$ cat src/rtl/apu_pkg.sv
// -----------------------------------------------------------------------------
// apu_pkg
// Shared types and constants for the APU multi-voice register bank.
//   voice_reg_t     : per-voice register index (low 3 address bits)
//   voice_control_t : CONTROL register layout (32 bits)
//   voice_config_t  : one voice's full configuration (CONTROL + 7 words)
//   apply_strobe    : byte-enable merge helper
// Optional feature macro: APU_VOICE_IRQ_EN (CONTROL bit 8 irq_enable).
// -----------------------------------------------------------------------------
package apu_pkg;

  typedef enum logic [2:0] {
    REG_CONTROL       = 3'd0,
    REG_INCREMENT     = 3'd1,
    REG_ATTACK_STEP   = 3'd2,
    REG_DECAY_STEP    = 3'd3,
    REG_RELEASE_STEP  = 3'd4,
    REG_SUSTAIN_TIME  = 3'd5,
    REG_ATTACK_LEVEL  = 3'd6,
    REG_SUSTAIN_LEVEL = 3'd7
  } voice_reg_t;

  // CONTROL bit positions
  localparam int CTRL_WAVE_ENABLE_BIT    = 0;
  localparam int CTRL_WAVE_START_BIT     = 1;
  localparam int CTRL_ADSR_ENABLE_BIT    = 2;
  localparam int CTRL_ADSR_START_BIT     = 3;
  localparam int CTRL_ADSR_IDLE_BIT      = 4;
  localparam int CTRL_IDLE_EVENT_BIT     = 5;
  localparam int CTRL_COMMIT_PENDING_BIT = 6;
  localparam int CTRL_COMMIT_BIT         = 7;
  localparam int CTRL_IRQ_ENABLE_BIT     = 8;
  localparam int CTRL_GAIN_LSB           = 16;

  // Number of plain 32-bit words behind CONTROL (INCREMENT..SUSTAIN_LEVEL)
  localparam int NUM_WORDS = 7;

  typedef struct packed {
    logic [15:0] gain;
    logic [6:0]  reserved;
    logic        irq_enable;
    logic        commit;
    logic        commit_pending;
    logic        idle_event;
    logic        adsr_idle;
    logic        adsr_start;
    logic        adsr_enable;
    logic        wave_start;
    logic        wave_enable;
  } voice_control_t;

  typedef struct packed {
    voice_control_t control;
    logic [31:0]    increment;
    logic [31:0]    attack_step;
    logic [31:0]    decay_step;
    logic [31:0]    release_step;
    logic [31:0]    sustain_time;
    logic [31:0]    attack_level;
    logic [31:0]    sustain_level;
  } voice_config_t;

  // Replace only the strobed bytes of old_word with new_word.
  function automatic logic [31:0] apply_strobe(input logic [31:0] old_word,
                                               input logic [31:0] new_word,
                                               input logic [3:0]  strobe);
    logic [31:0] merged;
    merged = old_word;
    for (int b = 0; b < 4; b++) begin
      if (strobe[b]) merged[8*b +: 8] = new_word[8*b +: 8];
    end
    return merged;
  endfunction

endpackage

$ cat src/rtl/apu_voice_slot.sv
// -----------------------------------------------------------------------------
// apu_voice_slot
// One voice: shadow registers written by the CPU, active registers updated
// atomically on a sample tick while a commit is pending, one-cycle start
// pulses, and adsr_idle synchronisation / rising-edge event capture.
// Ports:
//   clk_i, rst_n_i    : clock, synchronous active-low reset
//   write_en          : write addressed to this voice
//   write_reg         : register index within the voice
//   write_strobe      : byte enables
//   write_data        : write data
//   sample_tick       : audio sample strobe
//   adsr_idle         : raw ADSR idle input
//   read_reg          : register index to read
//   read_word         : shadow value of read_reg with live status bits (comb)
//   wave_enable/adsr_enable/gain/active_words : active configuration
//   wave_start/adsr_start : one-cycle pulses after a committing tick
//   irq_request       : idle_event & irq_enable (APU_VOICE_IRQ_EN only)
// Optional feature macro: APU_VOICE_IRQ_EN.
// -----------------------------------------------------------------------------
module apu_voice_slot
  import apu_pkg::*;
#(
  parameter int GAIN_WIDTH = 16
) (
  input  logic                        clk_i,
  input  logic                        rst_n_i,
  input  logic                        write_en,
  input  logic [2:0]                  write_reg,
  input  logic [3:0]                  write_strobe,
  input  logic [31:0]                 write_data,
  input  logic                        sample_tick,
  input  logic                        adsr_idle,
  input  logic [2:0]                  read_reg,
  output logic [31:0]                 read_word,
  output logic                        wave_enable,
  output logic                        wave_start,
  output logic                        adsr_enable,
  output logic                        adsr_start,
  output logic [GAIN_WIDTH-1:0]       gain,
`ifdef APU_VOICE_IRQ_EN
  output logic                        irq_request,
`endif
  output logic [NUM_WORDS-1:0][31:0]  active_words
);

  // Shadow state
  logic                       wave_enable_reg;
  logic                       wave_start_reg;
  logic                       adsr_enable_reg;
  logic                       adsr_start_reg;
  logic [GAIN_WIDTH-1:0]      gain_reg;
  logic [NUM_WORDS-1:0][31:0] word_reg;
`ifdef APU_VOICE_IRQ_EN
  logic                       irq_enable_reg;
`endif

  // Active state
  logic                       act_wave_enable_reg;
  logic                       act_adsr_enable_reg;
  logic [GAIN_WIDTH-1:0]      act_gain_reg;
  logic [NUM_WORDS-1:0][31:0] act_word_reg;
  logic                       wave_pulse_reg;
  logic                       adsr_pulse_reg;

  // Status
  logic pending_reg;
  logic idle_sync_reg;
  logic idle_event_reg;

  logic ctrl_write;
  logic byte0_write;
  logic commit_fire;
  logic idle_rise;

  assign ctrl_write  = write_en && (write_reg == REG_CONTROL);
  assign byte0_write = ctrl_write && write_strobe[0];
  // pending_reg is the pre-write value, so a commit written in the tick cycle
  // waits for the following tick.
  assign commit_fire = sample_tick && pending_reg;
  assign idle_rise   = adsr_idle && !idle_sync_reg;

  always_ff @(posedge clk_i) begin
    if (!rst_n_i) begin
      wave_enable_reg     <= 1'b0;
      wave_start_reg      <= 1'b0;
      adsr_enable_reg     <= 1'b0;
      adsr_start_reg      <= 1'b0;
      gain_reg            <= '0;
      word_reg            <= '0;
`ifdef APU_VOICE_IRQ_EN
      irq_enable_reg      <= 1'b0;
`endif
      act_wave_enable_reg <= 1'b0;
      act_adsr_enable_reg <= 1'b0;
      act_gain_reg        <= '0;
      act_word_reg        <= '0;
      wave_pulse_reg      <= 1'b0;
      adsr_pulse_reg      <= 1'b0;
      pending_reg         <= 1'b0;
      idle_sync_reg       <= 1'b0;
      idle_event_reg      <= 1'b0;
    end else begin
      idle_sync_reg  <= adsr_idle;
      // Set wins over a coincident write-1-to-clear.
      idle_event_reg <= idle_rise ||
                        (idle_event_reg && !(byte0_write && write_data[CTRL_IDLE_EVENT_BIT]));

      wave_pulse_reg <= commit_fire && wave_start_reg;
      adsr_pulse_reg <= commit_fire && adsr_start_reg;
      pending_reg    <= (pending_reg && !commit_fire) ||
                        (byte0_write && write_data[CTRL_COMMIT_BIT]);

      // Commit copies the pre-write shadow; the start bits are consumed.
      if (commit_fire) begin
        act_wave_enable_reg <= wave_enable_reg;
        act_adsr_enable_reg <= adsr_enable_reg;
        act_gain_reg        <= gain_reg;
        act_word_reg        <= word_reg;
        wave_start_reg      <= 1'b0;
        adsr_start_reg      <= 1'b0;
      end

      // A coincident CPU write lands in the shadow after the commit clear.
      if (byte0_write) begin
        wave_enable_reg <= write_data[CTRL_WAVE_ENABLE_BIT];
        wave_start_reg  <= write_data[CTRL_WAVE_START_BIT];
        adsr_enable_reg <= write_data[CTRL_ADSR_ENABLE_BIT];
        adsr_start_reg  <= write_data[CTRL_ADSR_START_BIT];
      end
`ifdef APU_VOICE_IRQ_EN
      if (ctrl_write && write_strobe[1]) begin
        irq_enable_reg <= write_data[CTRL_IRQ_ENABLE_BIT];
      end
`endif
      for (int b = 0; b < GAIN_WIDTH; b++) begin
        if (ctrl_write && write_strobe[2 + b/8]) begin
          gain_reg[b] <= write_data[CTRL_GAIN_LSB + b];
        end
      end
      for (int w = 0; w < NUM_WORDS; w++) begin
        if (write_en && (write_reg == 3'(w + 1))) begin
          word_reg[w] <= apply_strobe(word_reg[w], write_data, write_strobe);
        end
      end
    end
  end

  voice_control_t ctrl_word;

  always_comb begin
    ctrl_word                = '0;
    ctrl_word.wave_enable    = wave_enable_reg;
    ctrl_word.wave_start     = wave_start_reg;
    ctrl_word.adsr_enable    = adsr_enable_reg;
    ctrl_word.adsr_start     = adsr_start_reg;
    ctrl_word.adsr_idle      = idle_sync_reg;
    ctrl_word.idle_event     = idle_event_reg;
    ctrl_word.commit_pending = pending_reg;
`ifdef APU_VOICE_IRQ_EN
    ctrl_word.irq_enable     = irq_enable_reg;
`endif
    ctrl_word.gain           = 16'(gain_reg);
    if (read_reg == REG_CONTROL) begin
      read_word = ctrl_word;
    end else begin
      read_word = word_reg[read_reg - 3'd1];
    end
  end

  assign wave_enable  = act_wave_enable_reg;
  assign adsr_enable  = act_adsr_enable_reg;
  assign wave_start   = wave_pulse_reg;
  assign adsr_start   = adsr_pulse_reg;
  assign gain         = act_gain_reg;
  assign active_words = act_word_reg;
`ifdef APU_VOICE_IRQ_EN
  assign irq_request  = idle_event_reg && irq_enable_reg;
`endif

endmodule

$ cat src/rtl/apu_voice_register_bank.sv
// -----------------------------------------------------------------------------
// apu_voice_register_bank
// Double-buffered configuration registers for VOICES synth voices behind one
// bus slave port. Address = {voice, voice_reg_t}.
// Ports:
//   clk_i, rst_n_i          : clock, synchronous active-low reset
//   write_i/write_strobe_i/write_address_i/write_data_i : write port
//   read_i/read_address_i   : read request
//   read_data_o/read_valid_o: registered read response (data 0 when not valid)
//   sample_tick_i           : audio sample strobe, applies pending commits
//   adsr_idle_i             : per-voice ADSR idle
//   wave_enable_o, wave_start_o, adsr_enable_o, adsr_start_o, gain_o,
//   phase_increment_o, attack_step_o, decay_step_o, release_step_o,
//   sustain_duration_o, attack_level_o, sustain_level_o : active config
//   irq_o                   : registered OR of idle_event & irq_enable
//                             (APU_VOICE_IRQ_EN only)
// Optional feature macro: APU_VOICE_IRQ_EN.
// -----------------------------------------------------------------------------
module apu_voice_register_bank
  import apu_pkg::*;
#(
  parameter  int VOICES     = 4,
  parameter  int GAIN_WIDTH = 16,
  localparam int VIDX_W     = (VOICES > 1) ? $clog2(VOICES) : 1
) (
  input  logic                              clk_i,
  input  logic                              rst_n_i,
  input  logic                              write_i,
  input  logic [3:0]                        write_strobe_i,
  input  logic [VIDX_W+2:0]                 write_address_i,
  input  logic [31:0]                       write_data_i,
  input  logic                              read_i,
  input  logic [VIDX_W+2:0]                 read_address_i,
  output logic [31:0]                       read_data_o,
  output logic                              read_valid_o,
  input  logic                              sample_tick_i,
  input  logic [VOICES-1:0]                 adsr_idle_i,
  output logic [VOICES-1:0]                 wave_enable_o,
  output logic [VOICES-1:0]                 wave_start_o,
  output logic [VOICES-1:0]                 adsr_enable_o,
  output logic [VOICES-1:0]                 adsr_start_o,
  output logic [VOICES-1:0][GAIN_WIDTH-1:0] gain_o,
  output logic [VOICES-1:0][31:0]           phase_increment_o,
  output logic [VOICES-1:0][31:0]           attack_step_o,
  output logic [VOICES-1:0][31:0]           decay_step_o,
  output logic [VOICES-1:0][31:0]           release_step_o,
  output logic [VOICES-1:0][31:0]           sustain_duration_o,
  output logic [VOICES-1:0][31:0]           attack_level_o,
`ifdef APU_VOICE_IRQ_EN
  output logic                              irq_o,
`endif
  output logic [VOICES-1:0][31:0]           sustain_level_o
);

  localparam int SLOTS = 2 ** VIDX_W;

  logic [VIDX_W-1:0] write_voice;
  logic [2:0]        write_reg;
  logic [VIDX_W-1:0] read_voice;
  logic [2:0]        read_reg;

  assign write_voice = write_address_i[VIDX_W+2:3];
  assign write_reg   = write_address_i[2:0];
  assign read_voice  = read_address_i[VIDX_W+2:3];
  assign read_reg    = read_address_i[2:0];

  // Padded to a full power of two so a voice index beyond VOICES reads 0
  // without a range compare.
  logic [SLOTS-1:0][31:0]                 slot_words;
  logic [VOICES-1:0][NUM_WORDS-1:0][31:0] active_words;
`ifdef APU_VOICE_IRQ_EN
  logic [VOICES-1:0]                      irq_src;
`endif

  for (genvar gi = 0; gi < SLOTS; gi++) begin : g_voice
    if (gi < VOICES) begin : g_slot
      apu_voice_slot #(
        .GAIN_WIDTH (GAIN_WIDTH)
      ) u_slot (
        .clk_i        (clk_i),
        .rst_n_i      (rst_n_i),
        .write_en     (write_i && (write_voice == VIDX_W'(gi))),
        .write_reg    (write_reg),
        .write_strobe (write_strobe_i),
        .write_data   (write_data_i),
        .sample_tick  (sample_tick_i),
        .adsr_idle    (adsr_idle_i[gi]),
        .read_reg     (read_reg),
        .read_word    (slot_words[gi]),
        .wave_enable  (wave_enable_o[gi]),
        .wave_start   (wave_start_o[gi]),
        .adsr_enable  (adsr_enable_o[gi]),
        .adsr_start   (adsr_start_o[gi]),
        .gain         (gain_o[gi]),
`ifdef APU_VOICE_IRQ_EN
        .irq_request  (irq_src[gi]),
`endif
        .active_words (active_words[gi])
      );

      assign phase_increment_o[gi]  = active_words[gi][0];
      assign attack_step_o[gi]      = active_words[gi][1];
      assign decay_step_o[gi]       = active_words[gi][2];
      assign release_step_o[gi]     = active_words[gi][3];
      assign sustain_duration_o[gi] = active_words[gi][4];
      assign attack_level_o[gi]     = active_words[gi][5];
      assign sustain_level_o[gi]    = active_words[gi][6];
    end else begin : g_empty
      assign slot_words[gi] = '0;
    end
  end

  logic [31:0] read_data_reg;
  logic        read_valid_reg;

  always_ff @(posedge clk_i) begin
    if (!rst_n_i) begin
      read_data_reg  <= '0;
      read_valid_reg <= 1'b0;
    end else begin
      read_valid_reg <= read_i;
      read_data_reg  <= read_i ? slot_words[read_voice] : '0;
    end
  end

  assign read_data_o  = read_data_reg;
  assign read_valid_o = read_valid_reg;

`ifdef APU_VOICE_IRQ_EN
  logic irq_reg;

  always_ff @(posedge clk_i) begin
    if (!rst_n_i) begin
      irq_reg <= 1'b0;
    end else begin
      irq_reg <= |irq_src;
    end
  end

  assign irq_o = irq_reg;
`endif

endmodule

$ cat config.mk
export PLATFORM = sky130hd
export DESIGN_NAME = apu_voice_register_bank
export DESIGN_NICKNAME = d
export VERILOG_FILES = /design/src/rtl/apu_pkg.sv /design/src/rtl/apu_voice_slot.sv /design/src/rtl/apu_voice_register_bank.sv
export SDC_FILE = /design/constraint.sdc
export NUM_CORES = 2
export LEC_CHECK = 0
export BUFFER_PORTS_ARGS = -buffer_cell sky130_fd_sc_hd__buf_2
export CAP_MARGIN = 40
export CELL_PAD_IN_SITES_DETAIL_PLACEMENT = 1
export CELL_PAD_IN_SITES_GLOBAL_PLACEMENT = 2
export CORE_ASPECT_RATIO = 1.1
export CORE_MARGIN = 2
export CORE_UTILIZATION = 38
export DETAILED_ROUTE_END_ITERATION = 10
export PLACE_DENSITY_LB_ADDON = 0.12
export SYNTH_ARGS = -nofsm -noshare
export SYNTH_HDL_FRONTEND = slang
export SYNTH_HIERARCHICAL = 1
export SYNTH_SLANG_ARGS = --single-unit
$ cat constraint.sdc
create_clock -name clk_i -period 4.8 [get_ports clk_i]
set_input_delay 0.48 -clock clk_i [delete_from_list [all_inputs] [get_ports clk_i]]
set_output_delay 0.48 -clock clk_i [all_outputs]
set_load 0.02 [all_outputs]
Yosys cells after proc, flatten, opt, wreduce, memory -nomap -nowiden
Index checks and enable logic that the tools add are counted.
Operators by class
  add/sub/neg operators: 1
  magnitude comparators: 2
  eq/ne operators: 10
  mux-type cells: 26
  reduce and logical (&&, ||, !) cells: 220
Operators with widths (count)
  $bmux W32 S3: 4
  $mux W32: 9
  $reduce_and A2 Y1: 113
  $logic_and A1 B1 Y1: 80
  $bmux W32 S2: 1
  $eq A3 B3 Y1 const B: 4
  $logic_not A1 Y1: 12
  $mux W1: 12
  $logic_or A1 B1 Y1: 8
  $reduce_bool A2 Y1: 4
  $eq A3 B2 Y1 const B: 2
  $logic_not A3 Y1: 2
  $eq A2 B2 Y1 const B: 2
  $lt A3 B4 Y1 const B: 1
  $eq A3 B1 Y1 const B: 1
  $lt A2 B3 Y1 const B: 1
  $sub A3 B1 Y3 const B: 1
  $eq A2 B1 Y1 const B: 1
  $logic_not A2 Y1: 1
Word-level totals
  flip-flop bits (word level): 1997
  bits of input ports: 55
  output and inout bits: 1009
  logic and storage cells: 457

Longest topological paths before layout
  depth after elaboration: 8
  mapped depth: 10
  depth with buffers taken out: 8

Modules after synthesis
Netlist, hierarchy kept.
Modules (own cells, without submodules)
  apu_voice_slot: times used 4, cells an instance 2353, area an instance 20403.3 um^2, seq. area each 9829.4 um^2
  apu_voice_register_bank: times used 1, cells an instance 150, area an instance 1689.1 um^2, seq. area each 660.6 um^2

Worst setup path before layout
No wires, ideal clock.
  path kind: input-to-reg
  start: in read_address_i[0]
  end: reg read_data_reg[20] (netlist: read_data_o[20])
  library setup time: 0.136 ns
  arrival time: 2.411 ns
  required time: 4.664 ns
  path slack: 2.252 ns
  stages: 10
  path buffers: 2
  path through: buf_2 > inv_1 > ha_1 > clkbuf_1 > mux2_2 > a221o_1 > o21ai_0 > o21ai_0 > mux2i_1 > o22ai_1
RTL lines
  start: declaration: RTL line apu_voice_register_bank.sv:33  | input logic [VIDX_W+2:0] read_address_i,
  end signal: assignment: RTL line apu_voice_register_bank.sv:122  | read_data_reg <= read_i ? slot_words[read_voice] : '0;
  end: declaration: RTL line apu_voice_register_bank.sv:113  | logic [31:0] read_data_reg;

==> run_results.csv <==
group,metric,value,unit
outcome,run_status,"complete, no violations",
power,peakVddDrop,0.000382,V
setup_path,critPathCaptureType,"flop",
sta,worst_pin_slew,1.06,ns
detailed_routing,vias,76600,
detailed_routing,drt_wl_total,413000,um
cts,cts.path.max_buffers,3,
sta,slew_violations,0,
setup_path,worst-setup-path-type,"input port to flop",
cells_and_area,fraction_of_final_layout_cells_sized_beyond_drive_strength_1,0.184,
synth,post-synth-top-area-fraction,0.480,
synth,avgSynthCellArea,8.71,um2
synth,syn_inst,9562,
cells_and_area,finish.utilization,0.450,
sta,fin_crit_sh,0.737,
power,static_leakage,36.9,nW
synth,mappedNetlistNets,9625,
synth,yosys_register_bits,1997,
setup_path,crit_path_max_fanout,35,
synth,ys.warnings.count,6,
floorplanning,floorplan.rows,180,
cts,numClockSinks,1997,
cells_and_area,final_common_cell,"sky130_fd_sc_hd__nand2_1",
grt,grt_antenna_before_repair,46,
detailed_routing,first_pass_iters,6,
floorplanning,core_area,218000,um2
synth,post_synth_edffs,0,
sta,final-setup-viol-count,0,
floorplanning,initial_core_util,0.382,
grt,gr-usage-all-layers,0.355,
floorplanning,top_level_ports,1064,
placed_design,dp_hpwl,301000,um
floorplanning,chipWidth,450,um
grt,grt_max_degree,211,
sta,setup_repair_after_global_routing_missed_its_margin,"false",
synth,flip_flop_cell_with_the_highest_count_after_synthesis,"sky130_fd_sc_hd__dfxtp_1",
synth,ys_seq_area_frac,0.480,
run,maxCapViolCount,0,
cts,post_cts.repair.setup_buffers,0,
cts,tritoncts.num_buffers,212,
synth,ys_types,37,
floorplanning,die_h,495,um
sta,fin_crit,3.54,ns
placed_design,globalplace.congestion,0.969,
cts,clkLatencyLatePin,0.89,ns
setup_path,worst_ep_arrival_time,4.34,ns
cts,post_cts.resized_instances,0,
sta,finalSetupTns,0,ns
grt,grt_pass1_wl,572000,um
sta,skew,0.0247,ns
cells_and_area,synthToLayoutAreaGrowth,17.9,%
placed_design,placement.io_buffers,1063,
grt,first_global_vias,75000,
power,power_density,363,nW/um2
sta,final_hold_viol_count,0,
sta,fmax,0.283,GHz
cts,tritoncts,"yes",
detailed_routing,route.detailed.wl_per_inst,30.9,um
sta,timing.slew.headroom,0.296,
min_path,hold_class,"input port to flop",
synth,ys_top_cells_by_area,"sky130_fd_sc_hd__dfxtp_1, sky130_fd_sc_hd__a21boi_0, sky130_fd_sc_hd__nand2_1, sky130_fd_sc_hd__o21ai_0, sky130_fd_sc_hd__mux2i_1",
cells_and_area,mostFrequentLayoutCells,"sky130_fd_sc_hd__nand2_1, sky130_fd_sc_hd__dfxtp_1, sky130_fd_sc_hd__a21boi_0",
detailed_routing,final_ant_viol_nets,0,
placed_design,dp.cells,12900,
cells_and_area,final_cell_count_no_fill,13300,
detailed_routing,via_per_inst,5.74,
synth,async_flop_share,0,
grt,global_route.overflow_total,0,
synth,netlist_area,83300,um2
setup_path,critical_path.startpoint_type,"input port",
sta,hold_ws,0.130,ns
cells_and_area,fin_nets,10300,
cts,buffer_type_at_the_clock_tree_root,"sky130_fd_sc_hd__clkbuf_16",
cts,htreeDepth,4,
detailed_routing,final_routed_drc_violation_total,0,
setup_path,worstPathRequired,5.60,ns
floorplanning,design.die.area,223000,um2
detailed_routing,drt_first_iter_violations,7699,
synth,post-synth-top-area-cell,"sky130_fd_sc_hd__dfxtp_1",
cts,clkSlewWorstSetupHoldPaths,0.06,ns
## layer usage
layer / vias up / global-route usage / routed length (um)
met4: 12 / 0.261 / 34200
met3: 1010 / 0.0544 / 26800
li1: 33700 / - / -
met1: 38500 / 0.444 / 167000
met2: 3347 / 0.555 / 185000
met5: - / 0 / 72
## kinds of logic after synthesis
family,Yosys count,share of synthesized area
simple gates,3292,0.159
compound gates,2840,0.231
mux,584,0.0870
flops,1997,0.480
fa+ha+maj,8,0.00120
buf+inv,833,0.0404
xor+xnor,8,0.00156
## worst paths after layout
kind                                     startpoint                                endpoint  slack (ns)  cells after the start
max                               read_address_i[1]                         read_data_o[24]        1.26                     10
min                                 write_data_i[9]  g_voice[0].g_slot.u_slot/word_reg[137]        0.13                      4
max reg2reg  g_voice[2].g_slot.u_slot/word_reg[120]                         read_data_o[24]        2.05                      5
min reg2reg        g_voice[3].g_slot.u_slot/gain[9]        g_voice[3].g_slot.u_slot/gain[9]        0.46                      2
## synthesized netlist by cell type (3+ instances only)
master / count
sky130_fd_sc_hd__nor2_1: 101
sky130_fd_sc_hd__inv_1: 8
sky130_fd_sc_hd__buf_4: 4
sky130_fd_sc_hd__buf_1: 64
sky130_fd_sc_hd__nand2b_1: 36
sky130_fd_sc_hd__dfxtp_1: 1997
sky130_fd_sc_hd__nor3_1: 40
sky130_fd_sc_hd__o21a_1: 4
sky130_fd_sc_hd__xor2_2: 4
sky130_fd_sc_hd__o21ai_1: 8
sky130_fd_sc_hd__mux4_2: 92
sky130_fd_sc_hd__and3_1: 9
sky130_fd_sc_hd__buf_8: 3
sky130_fd_sc_hd__nor2b_1: 248
sky130_fd_sc_hd__mux2i_1: 292
sky130_fd_sc_hd__a21oi_1: 4
sky130_fd_sc_hd__buf_2: 104
sky130_fd_sc_hd__nand3b_1: 17
sky130_fd_sc_hd__a221oi_1: 36
sky130_fd_sc_hd__a221o_1: 92
sky130_fd_sc_hd__nand2_1: 2801
sky130_fd_sc_hd__mux2_1: 28
sky130_fd_sc_hd__xnor2_2: 4
sky130_fd_sc_hd__clkbuf_1: 646
sky130_fd_sc_hd__o22ai_1: 68
sky130_fd_sc_hd__nor2_2: 4
sky130_fd_sc_hd__and2_1: 9
sky130_fd_sc_hd__a21boi_0: 1688
sky130_fd_sc_hd__mux2_2: 172
sky130_fd_sc_hd__ha_1: 8
sky130_fd_sc_hd__buf_12: 3
sky130_fd_sc_hd__nand3_1: 25
sky130_fd_sc_hd__a21boi_1: 32
sky130_fd_sc_hd__o21ai_0: 908
## layout make-up
| type | instances | area (um2) |
|---|---|---|
| diodes | 21 | 52.6 |
| fillers | 25500 | 120000 |
| repair buffers | 1286 | 7480 |
| well taps | 2912 | 3640 |
| clock buffers | 322 | 6440 |
| multi-input cells | 6732 | 40100 |
| flip-flops and latches | 1997 | 40000 |
| clock inverters | 59 | 514 |
| inverters | 8 | 30.0 |
## critical path: stages
cell                      delay [ns]
sky130_fd_sc_hd__buf_2          0.41
sky130_fd_sc_hd__inv_1          0.14
sky130_fd_sc_hd__ha_2           0.89
sky130_fd_sc_hd__nor2b_1        0.42
sky130_fd_sc_hd__buf_4          0.34
sky130_fd_sc_hd__a221o_1        0.19
sky130_fd_sc_hd__o21ai_0        0.25
sky130_fd_sc_hd__o21ai_0        0.57
sky130_fd_sc_hd__mux2i_1        0.40
sky130_fd_sc_hd__o22ai_1        0.20
## through the flow
step                      setup WS (ns)  power, mW  cell area, um2
final                              1.26       35.6           98300
after global routing               1.36       36.5           98200
after CTS                          1.57       35.8           98200
after detailed placement          0.614       19.3           91200
after global placement            0.682       19.2           90900
after floorplan                    2.25       18.2           83300
## power breakdown
part,switching [mW],total (mW),internal [mW]
combinational,1.57,2.25,0.685
clock,7.19,16.7,9.47
sequential,0.0905,16.7,16.6
total,8.85,35.6,26.8
## timing repair
| item | 4_1_cts | 5_1_grt |
|---|---|---|
| hold endpoints to repair | 16 | 0 |
| endpoints found under the setup margin | 0 | 0 |
| hold buffers | 7 | 0 |
(Power assumes the default switching activity.)
